[src/rtl/dmem_arbiter.sv]
// Round-robin arbiter sharing the single-port 32x8 data memory between the CPU (0) and host loader (1).
// Optional locked-burst support is compiled in with DMEM_ARB_LOCK_EN.
module dmem_arbiter #(
  parameter int unsigned DATA_WIDTH = 8,
  parameter int unsigned ADDR_BITS  = 5
) (
  input  logic                  clk,
  input  logic                  rst,
  input  logic                  req0,
  input  logic                  w_r0,
  input  logic [ADDR_BITS-1:0]  addr0,
  input  logic [DATA_WIDTH-1:0] wdata0,
  input  logic                  lock0,
  output logic                  gnt0,
  output logic                  done0,
  input  logic                  req1,
  input  logic                  w_r1,
  input  logic [ADDR_BITS-1:0]  addr1,
  input  logic [DATA_WIDTH-1:0] wdata1,
  input  logic                  lock1,
  output logic                  gnt1,
  output logic                  done1,
  output logic [DATA_WIDTH-1:0] rdata,
  output logic                  busy,
  output logic                  mem_en,
  output logic                  mem_w_r,
  output logic [ADDR_BITS-1:0]  mem_addr,
  output logic [DATA_WIDTH-1:0] mem_wdata,
  input  logic [DATA_WIDTH-1:0] mem_rdata
);

  typedef enum logic [1:0] {
    IDLE   = 2'd0,
    ACCESS = 2'd1,
    RESP   = 2'd2
  } state_t;

  typedef struct packed {
    logic                  w_r;
    logic [ADDR_BITS-1:0]  addr;
    logic [DATA_WIDTH-1:0] wdata;
  } acc_t;

  state_t                state, state_nxt;
  logic                  last_grant, last_nxt;
  logic                  cur, cur_nxt;
  logic                  gnt0_nxt, gnt1_nxt, done0_nxt, done1_nxt, busy_nxt;
  logic                  mem_en_nxt, mem_w_r_nxt;
  logic [ADDR_BITS-1:0]  mem_addr_nxt;
  logic [DATA_WIDTH-1:0] mem_wdata_nxt, rdata_nxt;
  logic                  pick_c;
  acc_t                  acc0_c, acc1_c, sel_acc_c;

`ifdef DMEM_ARB_LOCK_EN
  localparam int unsigned LOCK_MAX = 4;
  localparam int unsigned LCNT_W   = 3;
  logic [LCNT_W-1:0] lock_cnt, lock_cnt_nxt;
  logic              relock_c;
  acc_t              cur_acc_c;
`else
  logic unused_lock;
  assign unused_lock = lock0 ^ lock1;
`endif

  assign acc0_c = {w_r0, addr0, wdata0};
  assign acc1_c = {w_r1, addr1, wdata1};
  // On a tie the requester that was not served last wins
  assign pick_c    = (req0 & req1) ? ~last_grant : req1;
  assign sel_acc_c = pick_c ? acc1_c : acc0_c;

`ifdef DMEM_ARB_LOCK_EN
  assign cur_acc_c = cur ? acc1_c : acc0_c;
  assign relock_c  = (cur ? (lock1 & req1) : (lock0 & req0)) && (lock_cnt < LCNT_W'(LOCK_MAX));
`endif

  // Next-state and next-output logic
  always_comb begin
    state_nxt     = state;
    last_nxt      = last_grant;
    cur_nxt       = cur;
    gnt0_nxt      = 1'b0;
    gnt1_nxt      = 1'b0;
    done0_nxt     = 1'b0;
    done1_nxt     = 1'b0;
    mem_en_nxt    = 1'b0;
    mem_w_r_nxt   = mem_w_r;
    mem_addr_nxt  = mem_addr;
    mem_wdata_nxt = mem_wdata;
    rdata_nxt     = rdata;
`ifdef DMEM_ARB_LOCK_EN
    lock_cnt_nxt  = lock_cnt;
`endif
    case (state)
      IDLE: begin
        if (req0 | req1) begin
          state_nxt     = ACCESS;
          last_nxt      = pick_c;
          cur_nxt       = pick_c;
          gnt0_nxt      = ~pick_c;
          gnt1_nxt      = pick_c;
          mem_en_nxt    = 1'b1;
          mem_w_r_nxt   = sel_acc_c.w_r;
          mem_addr_nxt  = sel_acc_c.addr;
          mem_wdata_nxt = sel_acc_c.wdata;
`ifdef DMEM_ARB_LOCK_EN
          lock_cnt_nxt  = LCNT_W'(1);
`endif
        end
      end
      ACCESS: state_nxt = RESP;
      RESP: begin
        state_nxt = IDLE;
        if (!mem_w_r) rdata_nxt = mem_rdata;
        done0_nxt = ~cur;
        done1_nxt = cur;
`ifdef DMEM_ARB_LOCK_EN
        // Locked burst: reissue straight to ACCESS, skipping arbitration
        if (relock_c) begin
          state_nxt     = ACCESS;
          gnt0_nxt      = ~cur;
          gnt1_nxt      = cur;
          mem_en_nxt    = 1'b1;
          mem_w_r_nxt   = cur_acc_c.w_r;
          mem_addr_nxt  = cur_acc_c.addr;
          mem_wdata_nxt = cur_acc_c.wdata;
          lock_cnt_nxt  = lock_cnt + LCNT_W'(1);
        end
`endif
      end
      default: begin
        state_nxt     = IDLE;
        mem_w_r_nxt   = 1'b0;
        mem_addr_nxt  = '0;
        mem_wdata_nxt = '0;
      end
    endcase
    busy_nxt = (state_nxt != IDLE);
  end

  // State and output registers
  always_ff @(posedge clk or posedge rst) begin
    if (rst) begin
      state      <= IDLE;
      last_grant <= 1'b1;
      cur        <= 1'b0;
      gnt0       <= 1'b0;
      gnt1       <= 1'b0;
      done0      <= 1'b0;
      done1      <= 1'b0;
      busy       <= 1'b0;
      mem_en     <= 1'b0;
      mem_w_r    <= 1'b0;
      mem_addr   <= '0;
      mem_wdata  <= '0;
      rdata      <= '0;
`ifdef DMEM_ARB_LOCK_EN
      lock_cnt   <= '0;
`endif
    end else begin
      state      <= state_nxt;
      last_grant <= last_nxt;
      cur        <= cur_nxt;
      gnt0       <= gnt0_nxt;
      gnt1       <= gnt1_nxt;
      done0      <= done0_nxt;
      done1      <= done1_nxt;
      busy       <= busy_nxt;
      mem_en     <= mem_en_nxt;
      mem_w_r    <= mem_w_r_nxt;
      mem_addr   <= mem_addr_nxt;
      mem_wdata  <= mem_wdata_nxt;
      rdata      <= rdata_nxt;
`ifdef DMEM_ARB_LOCK_EN
      lock_cnt   <= lock_cnt_nxt;
`endif
    end
  end

endmodule

[config.mk]
export PLATFORM = sky130hd
export DESIGN_NAME = dmem_arbiter
export DESIGN_NICKNAME = d
export VERILOG_FILES = /design/src/rtl/dmem_arbiter.sv
export SDC_FILE = /design/constraint.sdc
export NUM_CORES = 1
export LEC_CHECK = 0
export BUFFER_PORTS_ARGS = -buffer_cell sky130_fd_sc_hd__buf_2
export CAP_MARGIN = 10
export CORE_UTILIZATION = 40
export CTS_BUF_LIST = sky130_fd_sc_hd__clkbuf_8 sky130_fd_sc_hd__clkbuf_16
export DETAILED_ROUTE_END_ITERATION = 8
export GPL_TIMING_DRIVEN = 0
export PLACE_DENSITY = 0.73
export SKIP_LAST_GASP = 1
export SLEW_MARGIN = 20
export SYNTH_ARGS = -nofsm -noshare
export SYNTH_HDL_FRONTEND = slang
export SYNTH_SLANG_ARGS = --single-unit
[constraint.sdc]
create_clock -name clk -period 1.5 [get_ports clk]
set_input_delay 0.375 -clock clk [delete_from_list [all_inputs] [get_ports clk]]
set_output_delay 0.375 -clock clk [all_outputs]
set_load 0.01 [all_outputs]
# After elaboration in Yosys (flattened, before gate mapping)
# Cells that the tools add are included.
[op_classes] addsub=0 shift=0 mux=18 multipliers=0 div_mod_pow=0 n_eq_ne=3 n_lt_le_gt_ge=0 n_bitwise=7 n_reduce_logical=6
[op_table] op="8-bit case mux with 2 select lines" count=1
[op_table] op="14-bit two-way mux" count=1
[op_table] op="1-bit two-way mux" count=10
[op_table] op="5-bit case mux with 2 select lines" count=1
[op_table] op="8-bit two-way mux" count=1
[op_table] op="2-bit AND reduction" count=3
[op_table] op="5-bit two-way mux" count=1
[op_table] op="1-bit NOT" count=5
[op_table] op="2-bit case mux with 2 select lines" count=1
[op_table] op="2-bit by 1-bit == test with 1-bit output, second input constant" count=1
[op_table] op="2-bit == test, second input constant" count=1
[op_table] op="2-bit zero test" count=1
[op_table] op="2-bit two-way mux" count=1
[op_table] op="2-bit inequality test, second input constant" count=1
[op_table] op="1-bit case mux with 2 select lines" count=1
[op_table] op="2-bit nonzero test" count=1
[op_table] op="2-bit OR reduction" count=1
[op_table] op="1-bit bitwise AND" count=1
[op_table] op="1-bit bitwise OR" count=1
[word_totals] input_bits=42 mem_bits_rw=0 output_inout_bits=28 n_memories=0 latchBits=0 reg_bits=32 rom_bits=0

# Logic depth before layout (Yosys ltp)
[logic_depth] ltp_word=5 ltp_mapped=6

# Worst setup path after synthesis
# No wires, ideal clock.
[synth_path] path_type="register to register" startpoint="register state[0]" endpoint="register mem_addr[0]" n_path_buf=2 period_less_slack_ns=1.646 path_stages_with_launch=7 setup_ns=0.126 t_arrival_ns=1.520 setup_slack_ns=-0.146 required_ns=1.374 cell_sequence="dfrtp_1 -> inv_1 -> ha_1 -> clkbuf_1 -> a21o_1 -> buf_2 -> a221o_1"
[synth_via] elab_chain_len=4
[synth_rtl] element="from (decl)" line_no="44" rtl="state_t state, state_nxt;"
[synth_rtl] element="from (signal assigned)" line_no="160" rtl="state <= state_nxt;"
[synth_rtl] element="2-bit == test / 2-bit by 1-bit == test with 1-bit output (equally long branches)" line_no="93" rtl="case (state)"
[synth_rtl] element="2-bit OR reduction (no source line)"
[synth_rtl] element="1-bit NOT (no source line)"
[synth_rtl] element="2-bit AND reduction (no source line)"
[synth_rtl] element="to (signal assigned)" line_no="170" rtl="mem_addr <= mem_addr_nxt;"
[synth_rtl] element="to (decl)" line_no="27" rtl="output logic [ADDR_BITS-1:0] mem_addr,"
# Parallel ways exist; a longest one is shown, timed or not.
# A chain may end at the register's enable or synchronous reset.

# Final worst setup path
[layout_path] startpoint="register state[0]" endpoint="register mem_wdata[6]"
[layout_via] elab_chain_len=4
[layout_rtl] element="2-bit == test / 2-bit by 1-bit == test with 1-bit output (equally long branches)" line_no="93"
[layout_rtl] element="2-bit OR reduction (no source line)"
[layout_rtl] element="1-bit NOT (no source line)"
[layout_rtl] element="2-bit AND reduction (no source line)"
[layout_rtl] element="to (signal assigned)" line_no="171" rtl="mem_wdata <= mem_wdata_nxt;"
[layout_rtl] element="to (decl)" line_no="28" rtl="output logic [DATA_WIDTH-1:0] mem_wdata,"
# Parallel ways exist; a longest one is shown, timed or not.

==> flow_summary_export.csv <==
group,metric,value,unit
die,die-area,0.00360,mm^2
power,p_leak,1.04,nW
clock_network,cts-root-buf,"clkbuf_8",
layout,drive_above_1_share,66.1,%
synth,synth-seq-area-share,59.5,%
clock_network,clk_pin_slew_worst_paths,0.06,ns
grt,grt_pass1_vias,1078,
place,placed_area,0.00175,mm^2
place,port_buffers,67,
layout,fin_nets,227,
power,p_comb_share,50.7,%
clock_network,insertion_delay,0.28,ns
power,power.density,2190,mW/mm^2
synth,syn-cell-area,0.00135,mm^2
place,place.gp.congestion,0.673,
timing,fmax,0.678,GHz
routing,vias,1135,
setup_path,crit_path_max_fanout,10,
power,seq_power_share,30.1,%
setup_path,cpMaxStageDelayCell,"dfrtp_1",
timing,slew_viol_final,0,
setup_path,path_class,"register to register",
clock_network,holdBufCountCts,0,
clock_network,cts_tree,"built",
die,start_util,43.1,%
die,core-area,0.00313,mm^2
routing,dr.max_layer_used,"met4",
layout,fin_area,0.00210,mm^2
routing,met1_length,1410,um
die,fp-row-count,20,
setup_path,reg2reg_slack,0.02,ns
synth,synth_area_leaders,"dfrtp_1 (58%), a221o_1 (10%), nor4b_1 (9.1%)",
clock_network,cts_made_buffers,5,
power,switching_share,34.6,%
synth,syn_inst,101,
setup_path,r2r-start,"state[0]",
clock_network,h-tree-depth,2,
die,die_y,60.0,um
synth,yosysWarnings,0,
die,die_width,60.0,um
layout,register_area,802,um^2
timing,tightest_slew,0.643,ns
clock_network,clkSinkCount,32,
layout,postLayoutCoreUtil,67.2,%
routing,met3_length,258,um
flow_run,cap_violations,0,
synth,ys_seq_elements,32,
routing,routed-wl-met2,1440,um
grt,grt_first_pass_wirelength,5000,um
setup_path,startpoint,"state[0]",
routing,drt_iter0_markers,22,
power,p_total,4.61,mW
timing,fin_crit,1.48,ns
grt,grt_max_degree,33,
place,dp_hpwl,2200,um
setup_path,critPathCaptureType,"register",
timing,layout_worst_path_cycle_share,98.3,%
synth,synth_top_area_share,57.6,%
layout,n_antenna_cell,0,
die,io_pins,70,
routing,first_pass_iters,4,
timing,rsz0062_at_grt,"yes",
setup_path,critPathRequiredTime,1.67,ns
routing,finalWirelength,3150,um
timing,setup_viol,0,
setup_path,setup.worst_path.end,"mem_wdata[6]",
setup_path,cp-start-kind,"register",
status,status,"completed",
timing,hold_violations,0,
hold_path,hp-class,"input port to asynchronous set/reset pin",
power,power.internal,3.01,mW
power,ir_drop,1.08,mV
timing,max_slew_margin,57.1,%
grt,track_usage,19.9,%
setup_path,reg2reg_to,"mem_wdata[6]",
routing,wl_per_cell,13.9,um
power,p_sw,1.60,mW
timing,clock_skew,0.00666,ns
layout,final_cell_mix,"buf_2 (68), dfrtp_1 (31), a221o_1 (14)",
setup_path,timing.critical_path.cells,"inv_2 -> ha_4 -> buf_2 -> nor4b_2 -> a221o_1",
grt,antenna_found_initial,0,
routing,via_per_inst,5.00,
layout,synthToLayoutAreaGrowth,56.0,%
layout,final_common_cell,"buf_2",
routing,final_antenna_net_count,0,
synth,synth.avg_cell_area,13.3,um^2
synth,synthDistinctLibCells,21,
synth,yosysTopAreaCell,"dfrtp_1",
setup_path,reg2reg_depth,5,
routing,drc,0,
grt,grt-ovfl-total,0,
setup_path,arrival,1.64,ns
power,pwr-share-clk,19.2,%
synth,syn_nets,146,
layout,multi_input_area,624,um^2
setup_path,max_stage_delay,0.37,ns
clock_network,clockBufferDepth,2,
layout,nFillCells,246,
[through the flow]
step | setup TNS [ns] | std cells | worst slack, ns | hold slack (ns)
floorplan | -0.590 | 101 | -0.0590 | 0.416
global placement | -2.86 | 212 | -0.220 | 0.436
detailed placement | -3.90 | 212 | -0.286 | 0.453
CTS | -0.826 | 224 | -0.0942 | 0.193
global route | -0.179 | 227 | -0.0390 | 0.237
finish | 0 | 227 | 0.0248 | 0.180
[what timing repair did]
item	4_1_cts	5_1_grt
gates cloned	1	0
pin swaps	1	4
setup buffers	3	4
endpoints found under the setup margin	22	22
gates resized for setup	24	18
[flip-flops by register name, summed over array words and instances (netlist names)]
name / count
gnt0: 1
done1: 1
last_grant: 1
state: 2
busy: 1
mem_wdata: 8
mem_w_r: 1
cur: 1
mem_en: 1
gnt1: 1
mem_addr: 5
done0: 1
rdata: 8
[metal layers]
metal / up-vias / global-route usage, %
li1: 541 / -
met1: 528 / 25.1
met2: 62 / 30.6
met3: 4 / 7.58
met4: 0 / 7.97
met5: - / 0
[worst max-delay path: cells and delay by family (launching register included)]
kind / cells / cell delay [ns]
simple gates: 1 / 0.10
flops: 1 / 0.37
compound gates: 1 / 0.27
buf+inv: 2 / 0.35
fa+ha+maj: 1 / 0.28
[power by group through the flow]
| stage | logic (mW) | registers (mW) | clock network (mW) |
|---|---|---|---|
| after global routing | 2.55 | 1.43 | 0.957 |
| after global placement | 1.72 | 1.38 | 0 |
| after floorplan | 1.06 | 1.53 | 0 |
| after CTS | 2.17 | 1.39 | 0.907 |
| after detailed placement | 1.78 | 1.39 | 0 |
| final | 2.34 | 1.39 | 0.885 |
[cells in the mapped netlist]
| cell type | count |
|---|---|
| buf_2 | 4 |
| inv_1 | 5 |
| nor2_1 | 2 |
| a21o_1 | 1 |
| nand2_1 | 3 |
| a211oi_2 | 1 |
| a21oi_1 | 1 |
| clkbuf_1 | 3 |
| o22ai_1 | 1 |
| nor2b_1 | 3 |
| o21ai_0 | 1 |
| dfstp_2 | 1 |
| or2_2 | 1 |
| a221o_1 | 14 |
| and2_1 | 2 |
| a21boi_0 | 1 |
| ha_1 | 3 |
| nor4b_1 | 14 |
| mux2_2 | 8 |
| dfrtp_1 | 31 |
| clkbuf_2 | 1 |
[how the worst min path moves through the flow]
stage	from	to
after global routing	rst	mem_wdata[7]
after detailed placement	cur	done0
after floorplan	cur	done0
after global placement	cur	done0
after CTS	rst	rdata[4]
final	rst	cur
[cell families (layout without fill, tap and decap cells)]
family	count (synthesis)	after routing	synth area share, %
compound gates	20	20	13.6
fa+ha+maj	3	3	2.79
buf+inv	13	95	4.09
flops	32	32	59.5
mux	8	8	6.69
simple gates	25	25	13.3
[area by class of cell]
type	instances	share of cell area (%)
inverter	5	0.893
tap	44	2.62
clock buffer	7	4.58
sequential	32	38.2
timing repair buffer	75	19.2
multi-input combinational	56	29.7
clock inverter	1	1.43
buffer	7	3.45
Power figures use the tool's default switching activity.
